<file path="src/rtl/alu_arbiter_pkg.sv">
// Shared definitions for the ALU arbiter slice: opcodes, FSM states and
// the helper that decides which opcodes report overflow.
package alu_arbiter_pkg;

    localparam logic [2:0] ALU_AND = 3'b000;
    localparam logic [2:0] ALU_OR  = 3'b001;
    localparam logic [2:0] ALU_ADD = 3'b010;
    localparam logic [2:0] ALU_SUB = 3'b011;
    localparam logic [2:0] ALU_SLT = 3'b100;
    localparam logic [2:0] ALU_NOT = 3'b101;
    localparam logic [2:0] ALU_NOR = 3'b110;
    localparam logic [2:0] ALU_XOR = 3'b111;

    typedef enum logic [1:0] {
        ARB_IDLE = 2'd0,
        ARB_EXEC = 2'd1,
        ARB_RESP = 2'd2
    } arb_state_t;

    function automatic logic op_has_of(input logic [2:0] op);
        return (op == ALU_ADD) || (op == ALU_SUB);
    endfunction

endpackage

</file>
<file path="src/rtl/alu.sv">
// Single-cycle combinational 32-bit ALU shared by the arbiter. OF carries the
// raw add/sub overflow; callers mask it for non-arithmetic ops.
module alu
    import alu_arbiter_pkg::*;
(
    input  logic [2:0]  OP,
    input  logic [31:0] A,
    input  logic [31:0] B,
    output logic [31:0] OUT,
    output logic        ZERO,
    output logic        OF
);

    logic [31:0] sum;
    logic [31:0] diff;
    logic        oflow_add;
    logic        oflow_sub;

    assign sum       = A + B;
    assign diff      = A - B;
    assign oflow_add = (A[31] == B[31]) && (sum[31] != A[31]);
    assign oflow_sub = (A[31] != B[31]) && (diff[31] != A[31]);

    // SLT uses the corrected sign of A-B so it stays right across overflow.
    always_comb begin
        OUT = '0;
        case (OP)
            ALU_AND: OUT = A & B;
            ALU_OR:  OUT = A | B;
            ALU_ADD: OUT = sum;
            ALU_SUB: OUT = diff;
            ALU_SLT: OUT = {31'd0, diff[31] ^ oflow_sub};
            ALU_NOT: OUT = ~A;
            ALU_NOR: OUT = ~(A | B);
            ALU_XOR: OUT = A ^ B;
            default: OUT = '0;
        endcase
    end

    assign ZERO = (OUT == 32'd0);
    assign OF   = (OP == ALU_SUB) ? oflow_sub : oflow_add;

endmodule

</file>
<file path="src/rtl/rr_arbiter.sv">
// Combinational round-robin picker: the first asserted request after
// last_grant (wrapping) wins; outputs the one-hot grant and its index.
module rr_arbiter #(
    parameter int NREQ = 4,
    localparam int IW  = $clog2(NREQ)
) (
    input  logic [NREQ-1:0] req,
    input  logic [IW-1:0]   last_grant,
    output logic [NREQ-1:0] grant,
    output logic [IW-1:0]   grant_idx
);

    function automatic logic [IW-1:0] wrap_idx(input logic [IW-1:0] base, input int offset);
        int s;
        s = int'(base) + offset;
        if (s >= NREQ) s = s - NREQ;
        return IW'(s);
    endfunction

    // Walk from lowest to highest priority so the nearest requester wins last.
    always_comb begin
        grant     = '0;
        grant_idx = '0;
        for (int k = NREQ; k >= 1; k--) begin
            if (req[wrap_idx(last_grant, k)]) begin
                grant_idx = wrap_idx(last_grant, k);
                grant     = NREQ'(1) << wrap_idx(last_grant, k);
            end
        end
    end

endmodule

</file>
<file path="src/rtl/alu_arbiter.sv">
// Shares one ALU among NREQ requesters: round-robin grant, one-cycle execute,
// and a registered result held until the winning requester accepts it.
module alu_arbiter
    import alu_arbiter_pkg::*;
#(
    parameter int NREQ = 4,
    parameter int W    = 32
) (
    input  logic            clk,
    input  logic            rst_n,
    input  logic [NREQ-1:0] req_valid,
    output logic [NREQ-1:0] req_ready,
    input  logic [3*NREQ-1:0] req_op,
    input  logic [W*NREQ-1:0] req_a,
    input  logic [W*NREQ-1:0] req_b,
    output logic [NREQ-1:0] rsp_valid,
    input  logic [NREQ-1:0] rsp_ready,
    output logic [W-1:0]    rsp_data,
    output logic            rsp_zero,
    output logic            rsp_of
);

    localparam int IW = $clog2(NREQ);

    arb_state_t      state;
    logic [IW-1:0]   last_grant;
    logic [2:0]      op_q;
    logic [W-1:0]    a_q;
    logic [W-1:0]    b_q;

    logic [NREQ-1:0] grant;
    logic [IW-1:0]   grant_idx;
    logic [2:0]      sel_op;
    logic [W-1:0]    sel_a;
    logic [W-1:0]    sel_b;
    logic [W-1:0]    alu_out;
    logic            alu_zero;
    logic            alu_of;

    rr_arbiter #(.NREQ(NREQ)) u_rr (
        .req        (req_valid),
        .last_grant (last_grant),
        .grant      (grant),
        .grant_idx  (grant_idx)
    );

    always_comb begin
        sel_op = '0;
        sel_a  = '0;
        sel_b  = '0;
        for (int i = 0; i < NREQ; i++) begin
            if (grant[i]) begin
                sel_op = req_op[3*i +: 3];
                sel_a  = req_a[W*i +: W];
                sel_b  = req_b[W*i +: W];
            end
        end
    end

    assign req_ready = (state == ARB_IDLE) ? grant : '0;

    alu u_alu (
        .OP   (op_q),
        .A    (a_q),
        .B    (b_q),
        .OUT  (alu_out),
        .ZERO (alu_zero),
        .OF   (alu_of)
    );

    // last_grant doubles as the index of the in-flight winner.
    always_ff @(posedge clk or negedge rst_n) begin
        if (!rst_n) begin
            state      <= ARB_IDLE;
            last_grant <= IW'(NREQ - 1);
            op_q       <= '0;
            a_q        <= '0;
            b_q        <= '0;
            rsp_valid  <= '0;
            rsp_data   <= '0;
            rsp_zero   <= 1'b0;
            rsp_of     <= 1'b0;
        end else begin
            case (state)
                ARB_IDLE: begin
                    if (|grant) begin
                        op_q       <= sel_op;
                        a_q        <= sel_a;
                        b_q        <= sel_b;
                        last_grant <= grant_idx;
                        state      <= ARB_EXEC;
                    end
                end
                ARB_EXEC: begin
                    rsp_data  <= alu_out;
                    rsp_zero  <= alu_zero;
                    rsp_of    <= alu_of & op_has_of(op_q);
                    rsp_valid <= NREQ'(1) << last_grant;
                    state     <= ARB_RESP;
                end
                ARB_RESP: begin
                    if (rsp_ready[last_grant]) begin
                        rsp_valid <= '0;
                        state     <= ARB_IDLE;
                    end
                end
                default: state <= ARB_IDLE;
            endcase
        end
    end

endmodule

</file>
<file path="config.mk">
export PLATFORM = sky130hd
export DESIGN_NAME = alu_arbiter
export DESIGN_NICKNAME = d
export VERILOG_FILES = /design/src/rtl/alu_arbiter_pkg.sv /design/src/rtl/alu.sv /design/src/rtl/rr_arbiter.sv /design/src/rtl/alu_arbiter.sv
export SDC_FILE = /design/constraint.sdc
export NUM_CORES = 1
export LEC_CHECK = 0
export ABC_AREA = 1
export ABC_CLOCK_PERIOD_IN_PS = 4350
export BUFFER_PORTS_ARGS = -buffer_cell sky130_fd_sc_hd__buf_4
export CORE_UTILIZATION = 35
export CTS_CLUSTER_SIZE = 40
export DETAILED_ROUTE_END_ITERATION = 16
export GPL_TIMING_DRIVEN = 0
export PLACE_DENSITY = 0.61
export SKIP_CTS_REPAIR_TIMING = 1
export SYNTH_ARGS = -nofsm -noshare
export SYNTH_HDL_FRONTEND = slang
export SYNTH_HIERARCHICAL = 1
export SYNTH_SLANG_ARGS = --single-unit
export TNS_END_PERCENT = 10
</file>
<file path="constraint.sdc">
create_clock -name clk -period 4.35 [get_ports clk]
set_input_delay 0.6525 -clock clk [delete_from_list [all_inputs] [get_ports clk]]
set_output_delay 0.6525 -clock clk [all_outputs]
set_load 0.05 [all_outputs]
</file>
### Word level (Yosys, flattened, before mapping)

Index checks and enable logic that the tools add are counted.

* add/subtract/negate cells: 10
* $lt $le $gt $ge: 9
* equal/unequal tests: 15
* shift-type cells: 5
* muxes and demuxes: 46
* bitwise operators: 7
* reduce and logical (&&, ||, !) cells: 11

Operators by type and width (count)
* 32-bit two-way mux: 8
* 32-bit case mux with 8 select lines: 1
* 32-bit NOT: 2
* 32-bit adder: 1
* 32-bit AND: 1
* 32-bit zero test: 1
* 32-bit bitwise OR: 1
* 32-bit subtractor: 1
* 32-bit XOR: 1
* 2-bit two-way mux: 14
* 4-bit two-way mux: 6
* 1-bit by 2-bit left shift with 4-bit output, first input constant: 5
* 2-bit by 3-bit less-than comparator with 1-bit output, second input constant: 5
* 3-bit equality test, second input constant: 4
* 3-bit two-way mux: 4
* 1-bit binary-select mux with 2-bit select: 5
* 3-bit >= comparator, second input constant: 3
* 4-bit case mux with 2 select lines: 1
* 2-bit by 1-bit subtractor with 2-bit output, second input constant: 4
* 2-bit by 2-bit adder with 3-bit output, second input constant: 2
* 3-bit by 2-bit equality test with 1-bit output, second input constant: 2
* 1-bit two-way mux: 6
* 2-bit case mux with 3 select lines: 1
* 2-bit AND reduction: 3
* 18 further kinds: 21

* register bits: 109
* output and inout port bits: 42

### Logic depth before layout (Yosys ltp)

* word-level depth: 15
* mapped depth: 35
* mapped depth without buffers: 34

### Hierarchy

The synthesis kept the hierarchy.

Modules (own cells, without submodules)
* alu: instances 1, cells each 1404, area each 7226.9 um^2, sequential area each 0.0 um^2
* alu_arbiter: instances 1, cells each 1070, area each 6666.4 um^2, sequential area each 2730.1 um^2
* rr_arbiter: instances 1, cells each 86, area each 436.7 um^2, sequential area each 0.0 um^2

### Least setup slack after synthesis

No wires, ideal clock.

* kind: reg2out
* from: reg last_grant[0]
* to: out req_ready[3]
* arrival: 2.705 ns
* required time: 3.697 ns
* setup slack: 0.993 ns
* cell stages (with the launch flop): 16
* buffers on the path: 2
* cells stage by stage: dfstp_2 > inv_2 > ha_1 > inv_1 > nand3_1 > nand2_2 > nand2_1 > clkinv_1 > nand2_1 > nand3_1 > nand2_1 > inv_1 > buf_2 > inv_2 > clkbuf_1 > nor2_1

* word-level cells in the longest chain between the ends: 10
* elaborated cells between the ends (all ways): 37
* classes of those cells: add/sub (8); order compare (4); shift (4); mux (21)

RTL lines
* start: declaration: line alu_arbiter.sv:26 `logic [IW-1:0] last_grant;`
* start signal: assignment: line alu_arbiter.sv:75 `last_grant <= IW'(NREQ - 1);`
* start signal: assignment: line alu_arbiter.sv:90 `last_grant <= grant_idx;`
* 2-bit by 3-bit adder with 4-bit output: line rr_arbiter.sv:15 `s = int'(base) + offset;`
* 4-bit by 3-bit >= comparator with 1-bit output / 2-bit by 1-bit subtractor with 2-bit output (equally long branches): line rr_arbiter.sv:16 `if (s >= NREQ) s = s - NREQ;`
* 2-bit two-way mux: line rr_arbiter.sv:16
* 1-bit binary-select mux with 2-bit select / 2-bit two-way mux (equally long branches): line rr_arbiter.sv:25 `if (req[wrap_idx(last_grant, k)]) begin`
* 1-bit two-way mux (not written as such) / 1-bit by 2-bit left shift with 4-bit output (equally long branches): line rr_arbiter.sv:25, rr_arbiter.sv:27
* 4-bit two-way mux (3 in a row): line rr_arbiter.sv:25
* 4-bit two-way mux (*): line rr_arbiter.sv:25
* named net grant[3]: line alu_arbiter.sv:31 `logic [NREQ-1:0] grant;`
* 4-bit two-way mux (*): line alu_arbiter.sv:60 `assign req_ready = (state == ARB_IDLE) ? grant : '0;`
* end: declaration: line alu_arbiter.sv:12 `output logic [NREQ-1:0] req_ready,`

Mark *: on every way through the listed nets, which the timed path passes. The rest lies on a longest branch. The select of a mux whose other input is x is not followed.

### Worst setup path after layout

* from: reg b_q[4]
* to: reg rsp_zero

* word-level cells in the longest chain between the ends: 6
* elaborated cells between the ends (all ways): 11
* classes of those cells: add/sub (2); eq/ne (1); mux (1); bitwise (5); reduce/logical (2)

RTL lines
* start: declaration: line alu_arbiter.sv:29 `logic [W-1:0] b_q;`
* start signal: assignment: line alu_arbiter.sv:89 `b_q <= sel_b;`
* 32-bit subtractor: line alu.sv:20 `assign diff = A - B;`
* 1-bit != test: line alu.sv:22 `assign oflow_sub = (A[31] != B[31]) && (diff[31] != A[31]);`
* 1-bit logical AND: line alu.sv:22
* 1-bit XOR: line alu.sv:32 `ALU_SLT: OUT = {31'd0, diff[31] ^ oflow_sub};`
* 32-bit case mux with 8 select lines (*): line alu.sv:27 `case (OP)`
* 32-bit zero test (*): line alu.sv:40 `assign ZERO = (OUT == 32'd0);`
* named net alu_zero: line alu_arbiter.sv:37 `logic alu_zero;`
* end signal: assignment: line alu_arbiter.sv:96 `rsp_zero <= alu_zero;`
* end: declaration: line alu_arbiter.sv:19 `output logic rsp_zero,`

Mark *: on every way through the listed nets, which the timed path passes. The rest lies on a longest branch.
A chain may end at the register's enable or synchronous reset.

==> impl_results.md <==
- Status: finished clean
- Core ar.: ~40,000 um^2
- Global-route usage over all layers: 0.303
- Multi-input gate area: slightly below 10,000 um^2
- Relative slew slack: 0.463
- Cell area after synthesis: 14,300 um^2
- Final hold violations: 0
- Die area: about 42,000 um^2
- Initial DRC count: approximately 1,400
- Peak Freq: 237 MHz
- Tightest Pin Transition: 0.805 ns
- RSZ-0062 raised after global routing: true
- Filler cells: 4,476
- Post-synth top area share: 0.279
- Final Setup Violations: 0
- HPWL Detailed: roughly 53,000 um
- Maximum buffer depth of the clock tree: 2
- Routability cong.: 0.965
- Die width: 204 um
- Maxcap violations: 0
- Max Transition Viols Final: 0
- Crit share post-route: 0.971
- Synthesis-to-layout area growth: 24.5%
- Largest net degree at the start of global routing: 110
- Synthesis-stage register bit count: 109
- Crit end category: register
- Fin nets: 3,282
- First-pass GRT wire length: 94,500 um
- Initial antenna violation count: 2
- Req. time, crit path: 4.69 ns
- CP peak stage delay: 0.45 ns
- Worst min path class: in2async
- Row count: 73
- H-tree levels: 3
- Setup skew after layout: around 0.021 ns
- Cell taking the most area after synthesis: nand2_1
- Buffers on Ports: 319
- DRC Markers: 0
- Register Area: 2760 um^2
- Crit path max fanout: 10
- Post-synthesis area per instance: about 5.6 um^2
- Synth async-reset ratio: 1.00
- CTS tree: done
- Most frequent cells after synthesis: nand2_1 (1,066), inv_1 (298), nor2_1 (266)
- Root Buffer: clkbuf_16
- Synth warn: 6
- Vias in the first global route: 16,200
- Routed wire length per instance: 18.5 um
- Cell count after synthesis: 2,560
- Post-Route WL: 63,400 um
- Post-DR vias/cell: 5.03
- Setup TNS: 0 ns
- Slowest CP cell: dfrtp_2
- Initial Util: 0.357
- # IOs: 320
- Most numerous cell in the Yosys netlist: nand2_1
- DR vias: 17,200
- Sink Count: 109
- Startpoint Class: register
- Number of flops mapped to enable cells by yosys: 0
- Antenna Nets Post-Route: 0
- Skew-Pair Late Insertion Delay: 0.40 ns
- CP arrival: 4.57 ns
- DIE HEIGHT: 204 um
- Post-synthesis sequential area ratio: 0.191
- Syn Nets: about 2,900
- Crit Path Class: reg2reg
- Worst-path clk slew: roughly 0.090 ns
- Pre-Repair DR Iteration Count: 7
- Min Clock Period, post-route: 4.22 ns
- Synth area leaders: nand2_1 (28%), dfrtp_1 (19%), ha_1 (9.3%)
- Fraction of layout cells with a size suffix above 1: 0.192
- Number of distinct library cells after synthesis: 48
- Global route overflow: 0
- Critical path's most frequent cell: nand2_1
- CTS Buf Count: 9
- Synth Flop Type: dfrtp_1
[sequential cells by signal, indices dropped and copies added, names as in the netlist]
| signal | count |
|---|---|
| b_q | 32 |
| a_q | 32 |
| rsp_of | 1 |
| op_q | 3 |
| last_grant | 2 |
| rsp_data | 32 |
| state | 2 |
| rsp_valid | 4 |
| rsp_zero | 1 |
[worst paths after layout]
kind	from	to	slack, ns	depth (start not counted)
setup / recovery	b_q[4]$_DFFE_PN0P_	rsp_zero$_DFFE_PN0P_	0.13	35
hold / removal	rst_n	rsp_valid[0]$_DFFE_PN0P_	0.15	1
setup reg to reg	b_q[4]$_DFFE_PN0P_	rsp_zero$_DFFE_PN0P_	0.13	35
hold reg to reg	rsp_data[22]$_DFFE_PN0P_	rsp_data[22]$_DFFE_PN0P_	0.48	2
max in group asynchronous	rst_n	a_q[19]$_DFFE_PN0P_	3.49	2
min in group clk	rsp_data[22]$_DFFE_PN0P_	rsp_data[22]$_DFFE_PN0P_	0.48	2
[metrics by stage]
| step | cells | utilization | hold slack (ns) | setup slack (ns) | instance area [um^2] |
|---|---|---|---|---|---|
| finish | 3426 | 0.445 | 0.149 | 0.127 | 17800 |
| CTS | 3420 | 0.441 | 0.486 | -0.297 | 17700 |
| global placement | 3404 | 0.433 | 0.463 | -0.278 | 17400 |
| global route | 3426 | 0.445 | 0.176 | -0.212 | 17800 |
| floorplan | 2560 | - | 0.357 | 0.993 | 14300 |
| detailed placement | 3404 | 0.433 | 0.467 | -0.260 | 17400 |
[worst max-delay path: cells and delay by family, from the launching register on]
kind / cells / cell delay (ns)
adders and majority gates: 2 / 0.65
buffers and inverters: 5 / 0.48
AOI/OAI and AO/OA: 1 / 0.11
DFF: 1 / 0.45
and+or+nand+nor: 27 / 2.45
[cells in the final DEF, fill, tap and decap left out, types with 26 or more instances in the layout]
cell type / count
a21oi_1: 117
buf_2: 52
buf_4: 333
dfrtp_1: 82
ha_1: 105
inv_1: 298
nand2_1: 1065
nand3_1: 176
nand4_1: 26
nor2_1: 258
o21ai_0: 83
[kinds of logic (layout without fill, tap and decap cells)]
kind of cell	Yosys count	count (layout)	share of synthesized area
simple gates	1616	1616	0.462
buf+inv	439	778	0.138
compound gates	284	284	0.111
fa+ha+maj	110	110	0.0976
flops	109	109	0.191
xor+xnor	2	2	0.00122
other cells	0	2	0
[layer usage]
metal / global-route usage / wire length, um / vias to the layer above
met5: 0 / 0 / -
met4: 0.100 / 1690 / 0
met3: 0.0287 / 4000 / 74
met2: 0.509 / 29700 / 662
met1: 0.404 / 28100 / 7869
li1: - / - / 8618
[area by class of cell]
type,count,area share
clock inverter,5,0.00358
clock buffer,11,0.0142
sequential,109,0.155
tap,525,0.0368
antenna,2,0.000280
timing repair buffer,324,0.138
buffer,117,0.0430
multi-input combinational,2012,0.542
inverter,321,0.0677
Power is not shown: default switching activity piles up to over one toggle a cycle in this logic, so the estimate is an artifact.
